[config.mk]
export PLATFORM = sky130hd
export DESIGN_NAME = wb_stage
export DESIGN_NICKNAME = d
export VERILOG_FILES = /design/src/rtl/wb_stage.sv
export SDC_FILE = /design/constraint.sdc
export NUM_CORES = 1
export LEC_CHECK = 0
export CAP_MARGIN = 10
export CORE_ASPECT_RATIO = 0.9
export CORE_MARGIN = 2
export CORE_UTILIZATION = 65
export CTS_BUF_LIST = sky130_fd_sc_hd__clkbuf_4 sky130_fd_sc_hd__clkbuf_8
export CTS_CLUSTER_DIAMETER = 150
export DETAILED_ROUTE_END_ITERATION = 7
export DONT_BUFFER_PORTS = 1
export PLACE_DENSITY = 0.81
export SETUP_SLACK_MARGIN = 0.5
export SKIP_CTS_REPAIR_TIMING = 1
export SLEW_MARGIN = 15
export SYNTH_ARGS = -nofsm -noshare
export SYNTH_HDL_FRONTEND = slang
export SYNTH_SLANG_ARGS = --single-unit
[constraint.sdc]
create_clock -name clk -period 18.4 [get_ports clk]
set_input_delay 1.84 -clock clk [delete_from_list [all_inputs] [get_ports clk]]
set_output_delay 1.84 -clock clk [all_outputs]
set_load 0.005 [all_outputs]
[src/rtl/wb_stage.sv]
// Dual-lane writeback stage: latches the MEM bus, aligns load data, merges same-register
// writes between lanes and serialises committed instructions into a debug trace FIFO.
module wb_stage #(
    parameter int DBG_DEPTH = 4
) (
    input  logic        clk,
    input  logic        reset,

    input  logic        ms_to_ws_valid,
    input  logic        ms_lane1_valid,
    output logic        ws_allow_in,

    input  logic [31:0] ms_pc0,
    input  logic [31:0] ms_pc1,
    input  logic        ms_rf_we0,
    input  logic        ms_rf_we1,
    input  logic [4:0]  ms_rf_waddr0,
    input  logic [4:0]  ms_rf_waddr1,
    input  logic [31:0] ms_res0,
    input  logic [31:0] ms_res1,
    input  logic [2:0]  ms_ld_op0,
    input  logic [2:0]  ms_ld_op1,
    input  logic [1:0]  ms_ld_off0,
    input  logic [1:0]  ms_ld_off1,
    input  logic [31:0] ms_ld_rdata0,
    input  logic [31:0] ms_ld_rdata1,

    output logic [3:0]  rf_we0,
    output logic [3:0]  rf_we1,
    output logic [4:0]  rf_waddr0,
    output logic [4:0]  rf_waddr1,
    output logic [31:0] rf_wdata0,
    output logic [31:0] rf_wdata1,

    output logic [31:0] debug_wb_pc,
    output logic [3:0]  debug_wb_rf_wen,
    output logic [4:0]  debug_wb_rf_wnum,
    output logic [31:0] debug_wb_rf_wdata
);

    localparam int PW = (DBG_DEPTH > 1) ? $clog2(DBG_DEPTH) : 1;
    localparam int CW = $clog2(DBG_DEPTH + 1);
    localparam logic [CW:0] DEPTH_C = (CW + 1)'(DBG_DEPTH);

    localparam logic [2:0] OP_LB  = 3'd1;
    localparam logic [2:0] OP_LBU = 3'd2;
    localparam logic [2:0] OP_LH  = 3'd3;
    localparam logic [2:0] OP_LHU = 3'd4;
    localparam logic [2:0] OP_LW  = 3'd5;
    localparam logic [2:0] OP_LWL = 3'd6;
    localparam logic [2:0] OP_LWR = 3'd7;

    // Returns {byte_mask, merged_word}; bytes outside the mask keep the old rt value.
    function automatic logic [35:0] ld_align(
        input logic [2:0]  op,
        input logic [1:0]  k,
        input logic [31:0] rdata,
        input logic [31:0] res
    );
        logic [7:0]  byte_k;
        logic [15:0] half_k;
        logic [31:0] shifted;
        logic [31:0] data;
        logic [3:0]  mask;
        logic        partial;
        byte_k  = 8'(rdata >> {k, 3'b000});
        half_k  = k[1] ? rdata[31:16] : rdata[15:0];
        shifted = '0;
        mask    = 4'hf;
        data    = res;
        partial = 1'b0;
        case (op)
            OP_LB:  data = {{24{byte_k[7]}}, byte_k};
            OP_LBU: data = {24'h0, byte_k};
            OP_LH:  data = {{16{half_k[15]}}, half_k};
            OP_LHU: data = {16'h0, half_k};
            OP_LW:  data = rdata;
            OP_LWL: begin
                mask    = {1'b1, k >= 2'd1, k >= 2'd2, k == 2'd3};
                shifted = rdata << {~k, 3'b000};
                partial = 1'b1;
            end
            OP_LWR: begin
                mask    = {k == 2'd0, k <= 2'd1, k <= 2'd2, 1'b1};
                shifted = rdata >> {k, 3'b000};
                partial = 1'b1;
            end
            default: data = res;
        endcase
        if (partial) begin
            for (int b = 0; b < 4; b++) begin
                if (mask[b]) data[8*b +: 8] = shifted[8*b +: 8];
            end
        end
        return {mask, data};
    endfunction

    logic        ws_valid;
    logic        ws_lane1;
    logic [31:0] pc0_q, pc1_q;
    logic        we0_q, we1_q;
    logic [4:0]  waddr0_q, waddr1_q;
    logic [31:0] res0_q, res1_q;
    logic [2:0]  op0_q, op1_q;
    logic [1:0]  off0_q, off1_q;
    logic [31:0] rdata0_q, rdata1_q;

    logic [31:0] fifo_pc    [DBG_DEPTH];
    logic [3:0]  fifo_wen   [DBG_DEPTH];
    logic [4:0]  fifo_wnum  [DBG_DEPTH];
    logic [31:0] fifo_wdata [DBG_DEPTH];
    logic [PW-1:0] rd_ptr, wr_ptr, wr_ptr_p1;
    logic [CW-1:0] count;

    logic        pop;
    logic [CW:0] free;
    logic [1:0]  n_need;
    logic        ready_go;
    logic        commit;
    logic        push0, push1;
    logic [1:0]  n_push;

    logic [3:0]  mask0, mask1;
    logic [31:0] data0, data1;
    logic [3:0]  lane_we0, lane_we1;
    logic        waw;

    // The head leaves this cycle, so its slot is already usable for a push.
    assign pop       = (count != '0);
    assign free      = DEPTH_C - {1'b0, count} + {{CW{1'b0}}, pop};
    assign n_need    = ws_lane1 ? 2'd2 : 2'd1;
    assign ready_go  = (free >= {{(CW - 1){1'b0}}, n_need});
    assign commit    = ws_valid & ready_go;
    assign ws_allow_in = ~ws_valid | ready_go;

    assign push0     = commit;
    assign push1     = commit & ws_lane1;
    assign n_push    = {push1, push0 & ~push1};
    assign wr_ptr_p1 = wr_ptr + PW'(1);

    assign {mask0, data0} = ld_align(op0_q, off0_q, rdata0_q, res0_q);
    assign {mask1, data1} = ld_align(op1_q, off1_q, rdata1_q, res1_q);

    assign lane_we0 = (commit && we0_q && waddr0_q != 5'd0) ? mask0 : 4'h0;
    assign lane_we1 = (commit && ws_lane1 && we1_q && waddr1_q != 5'd0) ? mask1 : 4'h0;
    assign waw      = (lane_we0 != 4'h0) && (lane_we1 != 4'h0) && (waddr0_q == waddr1_q);

    assign rf_waddr0 = waddr0_q;
    assign rf_waddr1 = waddr1_q;
    assign rf_wdata0 = data0;

    // On a same-register collision lane 1 carries both lanes' bytes in one write.
    always_comb begin
        rf_we0    = lane_we0;
        rf_we1    = lane_we1;
        rf_wdata1 = data1;
        if (waw) begin
            rf_we0 = 4'h0;
            rf_we1 = lane_we0 | lane_we1;
            for (int b = 0; b < 4; b++) begin
                if (!lane_we1[b]) rf_wdata1[8*b +: 8] = data0[8*b +: 8];
            end
        end
    end

    always_ff @(posedge clk) begin
        if (reset) begin
            ws_valid <= 1'b0;
            ws_lane1 <= 1'b0;
            pc0_q    <= '0;
            pc1_q    <= '0;
            we0_q    <= 1'b0;
            we1_q    <= 1'b0;
            waddr0_q <= '0;
            waddr1_q <= '0;
            res0_q   <= '0;
            res1_q   <= '0;
            op0_q    <= '0;
            op1_q    <= '0;
            off0_q   <= '0;
            off1_q   <= '0;
            rdata0_q <= '0;
            rdata1_q <= '0;
        end else if (ms_to_ws_valid && ws_allow_in) begin
            ws_valid <= 1'b1;
            ws_lane1 <= ms_lane1_valid;
            pc0_q    <= ms_pc0;
            pc1_q    <= ms_pc1;
            we0_q    <= ms_rf_we0;
            we1_q    <= ms_rf_we1;
            waddr0_q <= ms_rf_waddr0;
            waddr1_q <= ms_rf_waddr1;
            res0_q   <= ms_res0;
            res1_q   <= ms_res1;
            op0_q    <= ms_ld_op0;
            op1_q    <= ms_ld_op1;
            off0_q   <= ms_ld_off0;
            off1_q   <= ms_ld_off1;
            rdata0_q <= ms_ld_rdata0;
            rdata1_q <= ms_ld_rdata1;
        end else if (commit) begin
            ws_valid <= 1'b0;
        end
    end

    always_ff @(posedge clk) begin
        if (reset) begin
            rd_ptr <= '0;
            wr_ptr <= '0;
            count  <= '0;
        end else begin
            if (pop) rd_ptr <= rd_ptr + PW'(1);
            wr_ptr <= wr_ptr + PW'(n_push);
            count  <= count - CW'(pop) + CW'(n_push);
        end
    end

    // Lane 0's entry records its own write; lane 1's records the merged write.
    always_ff @(posedge clk) begin
        if (!reset && push0) begin
            fifo_pc[wr_ptr]    <= pc0_q;
            fifo_wen[wr_ptr]   <= lane_we0;
            fifo_wnum[wr_ptr]  <= waddr0_q;
            fifo_wdata[wr_ptr] <= data0;
        end
        if (!reset && push1) begin
            fifo_pc[wr_ptr_p1]    <= pc1_q;
            fifo_wen[wr_ptr_p1]   <= rf_we1;
            fifo_wnum[wr_ptr_p1]  <= waddr1_q;
            fifo_wdata[wr_ptr_p1] <= rf_wdata1;
        end
    end

    always_comb begin
        debug_wb_pc       = '0;
        debug_wb_rf_wen   = '0;
        debug_wb_rf_wnum  = '0;
        debug_wb_rf_wdata = '0;
        if (pop) begin
            debug_wb_pc       = fifo_pc[rd_ptr];
            debug_wb_rf_wen   = fifo_wen[rd_ptr];
            debug_wb_rf_wnum  = fifo_wnum[rd_ptr];
            debug_wb_rf_wdata = fifo_wdata[rd_ptr];
        end
    end

endmodule
==> results of run 1 <==
-- flip-flops by register name, summed over array words and instances, names as in the netlist, 2 cells and up, named ones only --
signal and cells:
op0_q 3, pc0_q 32, op1_q 3, res0_q 32, rd_ptr 2, rdata1_q 32
fifo_wen 16, count 3, wr_ptr 2, rf_waddr1 5, rf_waddr0 5, off0_q 2
pc1_q 32, rdata0_q 32, fifo_wdata 128, fifo_pc 128, off1_q 2, fifo_wnum 20
res1_q 32
-- cells by family (layout without fill, tap and decap cells) --
kind of cell / after synthesis / in the layout / share of synthesized area
compound gates: 522 / 522 / 0.120
xor+xnor: 11 / 11 / 0.00353
fa+ha+maj: 9 / 9 / 0.00440
buf+inv: 278 / 248 / 0.0487
flops: 517 / 517 / 0.486
mux: 293 / 293 / 0.143
simple gates: 1247 / 1247 / 0.194
-- cell type report --
| type | instances | area, um2 |
|---|---|---|
| well taps | 547 | 684 |
| flip-flops and latches | 517 | 13300 |
| clock buffers | 129 | 1560 |
| repair buffers | 45 | 337 |
| multi-input cells | 2082 | 12800 |
| inverters | 58 | 218 |
| fillers | 3053 | 12500 |
| clock inverters | 16 | 170 |
-- where the power goes --
group / total (uW) / switching, uW / internal [uW]
combinational: 957 / 591 / 366
sequential: 1450 / 117 / 1330
clock: 1030 / 461 / 570
-- worst max-delay path, cell delays in order, from the launching register on --
cell and delay (ns):
dfxtp_1 0.34, or3_2 0.49, inv_1 0.07, ha_1 0.15, inv_1 0.05, ha_1 0.27, ha_1 0.27, a221o_1 0.37
o2111ai_4 0.35, nor4_4 0.77, buf_6 0.26, mux2i_1 0.30
-- final timing paths --
path,startpoint,end,slack (ns),depth (start not counted)
worst max register to register,count[2],rdata1_q[12],13.53,13
worst max-delay path,count[2],rf_wdata1[14],12.19,11
worst min register to register,res1_q[29],res1_q[29],0.45,2
worst min-delay path,res1_q[29],res1_q[29],0.45,2
-- per-stage QoR --
stage               setup WS, ns  area, um2
floorplan                   3.94      27300
global placement           12.76      27300
detailed placement         12.66      27300
CTS                        11.95      29000
global route               11.96      29000
finish                     12.19      29000
-- cells in the mapped netlist, types with 26 or more instances --
library cell  number
buf_2             51
mux2_2            26
and2_1            84
nand2b_1          31
mux2i_1          193
edfxtp_1         292
o21ai_0           71
dfxtp_1          225
a21oi_1          283
nand2_1          956
inv_1             57
clkbuf_1         117
nor2_1            71
mux4_2            74
a221oi_1          33
-- metal layers --
layer / part of all wire / vias to the layer above / GRT usage
met1: 0.38 / 11000 / 0.531
met3: 0.12 / 274 / 0.106
met4: 0.047 / 0 / 0.175
met5: 0 / - / 0
li1: - / 9926 / -
met2: 0.45 / 1538 / 0.588
==> results.json, run 1 <==
{
  "layout_commonest_cell": "nand2_1",
  "diodes": 0,
  "wl_per_cell_um": 25.8,
  "cellPowerDensity_nw_per_um2": 118,
  "cts_tree": "done",
  "cts_root_buf": "clkbuf_8",
  "crit_fanout": 15,
  "synthCells": 2877,
  "mostFrequentLayoutCells": "nand2_1 (954), edfxtp_1 (292), a21oi_1 (283), dfxtp_1 (223), mux2i_1 (193)",
  "yosys.area.top_type": "edfxtp_1",
  "portBuffers": 0,
  "drive_above_1_share": 0.121,
  "syn_area_um2": 27300,
  "finalCritPeriodShare": 0.337,
  "core_area_um2": 41600,
  "die_y_um": 198,
  "path_clk_slew_ns": 0.06,
  "viasPerCell": 6.69,
  "finalHoldViolations": 0,
  "cts_buffers": 83,
  "clock_skew_ns": 0.0400,
  "grtUsageTotal": 0.391,
  "report.final.slew_viol_count": 0,
  "leakage_uw": 0.0113,
  "maxCapViolations": 0,
  "clockBufferDepth": 3,
  "cp.required_ns": 16.56,
  "rsz0062_at_grt": "false",
  "synth_area_leaders": "edfxtp_1 (32%), dfxtp_1 (17%), nand2_1 (13%), mux2i_1 (7.1%), mux4_2 (6.1%)",
  "final.setup.tns_ns": 0,
  "synth_top_area_share": 0.321,
  "areaGrowthSynthToFinish_pct": 6.42,
  "clock_latency_ns": 0.70,
  "crit_arrival_ns": 4.37,
  "nets": 3014,
  "initial_core_util": 0.656,
  "status": "finished clean",
  "critical_path_class": "register to output port",
  "ys_types": 78,
  "grt_pass1_vias": 20800,
  "ys_warn_count": 0,
  "antenna_found_initial": 0,
  "syn_nets": 3104,
  "drt_first_pass_iters": 8,
  "postSynthAreaPerCell_um2": 9.48,
  "synth-edff-count": 292,
  "grt_max_degree": 232,
  "total_power_uw": 3440,
  "gp_congestion": 1.02,
  "ios": 374,
  "grt_pass1_wl_um": 127000,
  "end_kind": "output port",
  "gr-total-overflow": 0,
  "period_needed_ns": 6.21,
  "fmax_mhz": 161,
  "drc": 0,
  "async_flop_share": 0,
  "dp_cells": 3246,
  "vias": 22700,
  "fin_util": 0.698,
  "htreeDepth": 3,
  "tightest_slew_ns": 1.36,
  "setup_viol": 0,
  "initialDrtViolationCount": 3322,
  "hold_path.class": "register to register",
  "timing.slew.headroom": 0.0934,
  "num_rows": 71,
  "yosysSeqAreaShare": 0.486,
  "final_cells": 3394,
  "start_kind": "register",
  "peakVddDrop_v": 0.0000878,
  "dieArea_um2": 43600,
  "dpl.hpwl_um": 59500,
  "drtAntennaViolNets": 0,
  "synth_ff_type": "edfxtp_1",
  "clock_sinks": 517,
  "hold_ws_ns": 0.453,
  "fp.dieW_um": 220,
  "drt-total-wl_um": 87500,
  "synth-seq-cells": 517
}
(Power assumes the default switching activity.)
==> inputs of run 2 (changes only) <==
==> constraint.sdc (replaced) <==
create_clock -name clk -period 5.9 [get_ports clk]
set_input_delay 0.59 -clock clk [delete_from_list [all_inputs] [get_ports clk]]
set_output_delay 0.59 -clock clk [all_outputs]
set_load 0.005 [all_outputs]
==> run 2 against run 1 <==
The run now ends with DRC left; register-to-register slack got worse by 12 ns; sequential cell count unchanged; wire length increased by 2.1%; combinational power increased to 3.1 times the previous value; global-route usage increased by 1.2 points; worst setup slack got worse by 11 ns; largest cell class unchanged; largest power group unchanged.
==> results.json, run 2 (synthesis results as in run 1) <==
{
  "wl_per_cell_um": 26.2,
  "period_needed_ns": 5.10,
  "gp_congestion": 1.07,
  "cellPowerDensity_nw_per_um2": 368,
  "htreeDepth": 3,
  "initial_core_util": 0.656,
  "critical_path_class": "register to output port",
  "dpl.hpwl_um": 61100,
  "fp.dieW_um": 220,
  "crit_fanout": 77,
  "antenna_found_initial": 0,
  "cts_tree": "done",
  "cts_root_buf": "clkbuf_8",
  "vias": 22900,
  "hold_path.class": "input pin to register",
  "report.final.slew_viol_count": 0,
  "path_cells": "or3_2 > buf_4 > inv_1 > ha_1 > inv_1 > ha_1 > ha_1 > a221o_1 > o2111ai_4 > a211oi_1 > o21ai_0 > inv_1",
  "crit_buf_inv": 4,
  "clock_skew_ns": 0.0507,
  "drc": 2,
  "leakage_uw": 0.0114,
  "clock_sinks": 517,
  "drive_above_1_share": 0.123,
  "path_delay_family": "compound AO/OA/AOI/OAI gates",
  "grt_pass1_vias": 21200,
  "grt_max_degree": 232,
  "ios": 374,
  "grtUsageTotal": 0.403,
  "areaGrowthSynthToFinish_pct": 7.06,
  "path_clk_slew_ns": 0.06,
  "end_kind": "output port",
  "finalHoldViolations": 0,
  "grt_pass1_wl_um": 130000,
  "num_rows": 71,
  "rsz0062_at_grt": "false",
  "nets": 3027,
  "final_cell_area_um2": 29200,
  "die_y_um": 198,
  "timing.slew.headroom": 0.0925,
  "tightest_slew_ns": 1.36,
  "fmax_mhz": 196,
  "drtAntennaViolNets": 0,
  "dieArea_um2": 43600,
  "clock_latency_ns": 0.70,
  "finalCritPeriodShare": 0.865,
  "peakVddDrop_v": 0.000314,
  "crit_arrival_ns": 4.51,
  "cts_buffers": 83,
  "reg_top3": "fifo_pc x128, fifo_wdata x128",
  "portBuffers": 0,
  "drt_first_pass_iters": 8,
  "total_power_uw": 10800,
  "post_dp_cell_area_um2": 27400,
  "violations": "DRC",
  "mostFrequentLayoutCells": "nand2_1 (954), edfxtp_1 (292), a21oi_1 (283), dfxtp_1 (223), mux2i_1 (193)",
  "drt-total-wl_um": 89300,
  "cp.required_ns": 5.31,
  "gr-total-overflow": 0,
  "setup_viol": 0,
  "viasPerCell": 6.70,
  "core_area_um2": 41600,
  "initialDrtViolationCount": 3327,
  "critPathMaxStageDelay_ns": 0.60,
  "status": "finished, violations left",
  "clockBufferDepth": 3,
  "cp_slowest_cell": "o21ai_0",
  "start_kind": "register",
  "layout_commonest_cell": "nand2_1",
  "maxCapViolations": 0
}
run 2: cell types whose count changed in the layout (fill, tap and decap cells not counted), moves of 3 or more:
cell / delta
clkinv_2: +3
buf_12: +4
buf_4: +8
clkinv_1: +5
dlygate4sd3_1: +3
run 2: where the power goes:
part | switching, uW | internal, uW
combinational | 1790 | 1170
sequential | 457 | 4150
clock | 1440 | 1760
run 2: worst register-to-register path: stages (launching register included):
cell,delay (ns)
dfxtp_1,0.34
or3_2,0.47
buf_4,0.35
inv_1,0.13
ha_1,0.16
inv_1,0.04
ha_1,0.27
ha_1,0.30
a221o_1,0.39
nand4b_1,0.36
nor2_4,0.68
nand2b_1,0.55
mux2i_1,0.26
run 2: area by class of cell:
class / instances / area, um2
clock inverter: 21 / 165
multi-input combinational: 2082 / 12800
fill: 2966 / 12400
inverter: 58 / 218
timing repair buffer: 58 / 497
clock buffer: 128 / 1550
sequential: 517 / 13300
antenna: 1 / 2.50
tap: 547 / 684
run 2: worst paths after layout:
check,slack (ns),start,depth (start not counted),to
worst min register to register,0.46,res0_q[18],2,res0_q[18]
worst min-delay path,0.007,reset,1,ws_valid
worst max register to register,1.33,count[2],12,fifo_wdata[0][2]
worst max-delay path,0.80,count[2],12,rf_we1[1]
run 2: metrics by stage:
step	setup WS, ns	TNS, ns	std cells	util	hold WS [ns]
finish	0.797	0	3412	0.703	0.00697
global route	0.564	0	3411	0.703	0.00350
CTS	0.287	0	3404	0.700	-0.0247
detailed placement	0.918	0	3255	0.659	0.444
global placement	1.11	0	3255	0.659	0.439
floorplan	-0.824	-118.84	2877	-	0.431
run 2: per-layer routing:
layer  wire, um  part of all wire  track usage
met5          0                 0            0
met1      34800              0.39        0.578
met4       3250             0.036        0.137
met2      38700              0.43        0.587
met3      12500              0.14        0.117
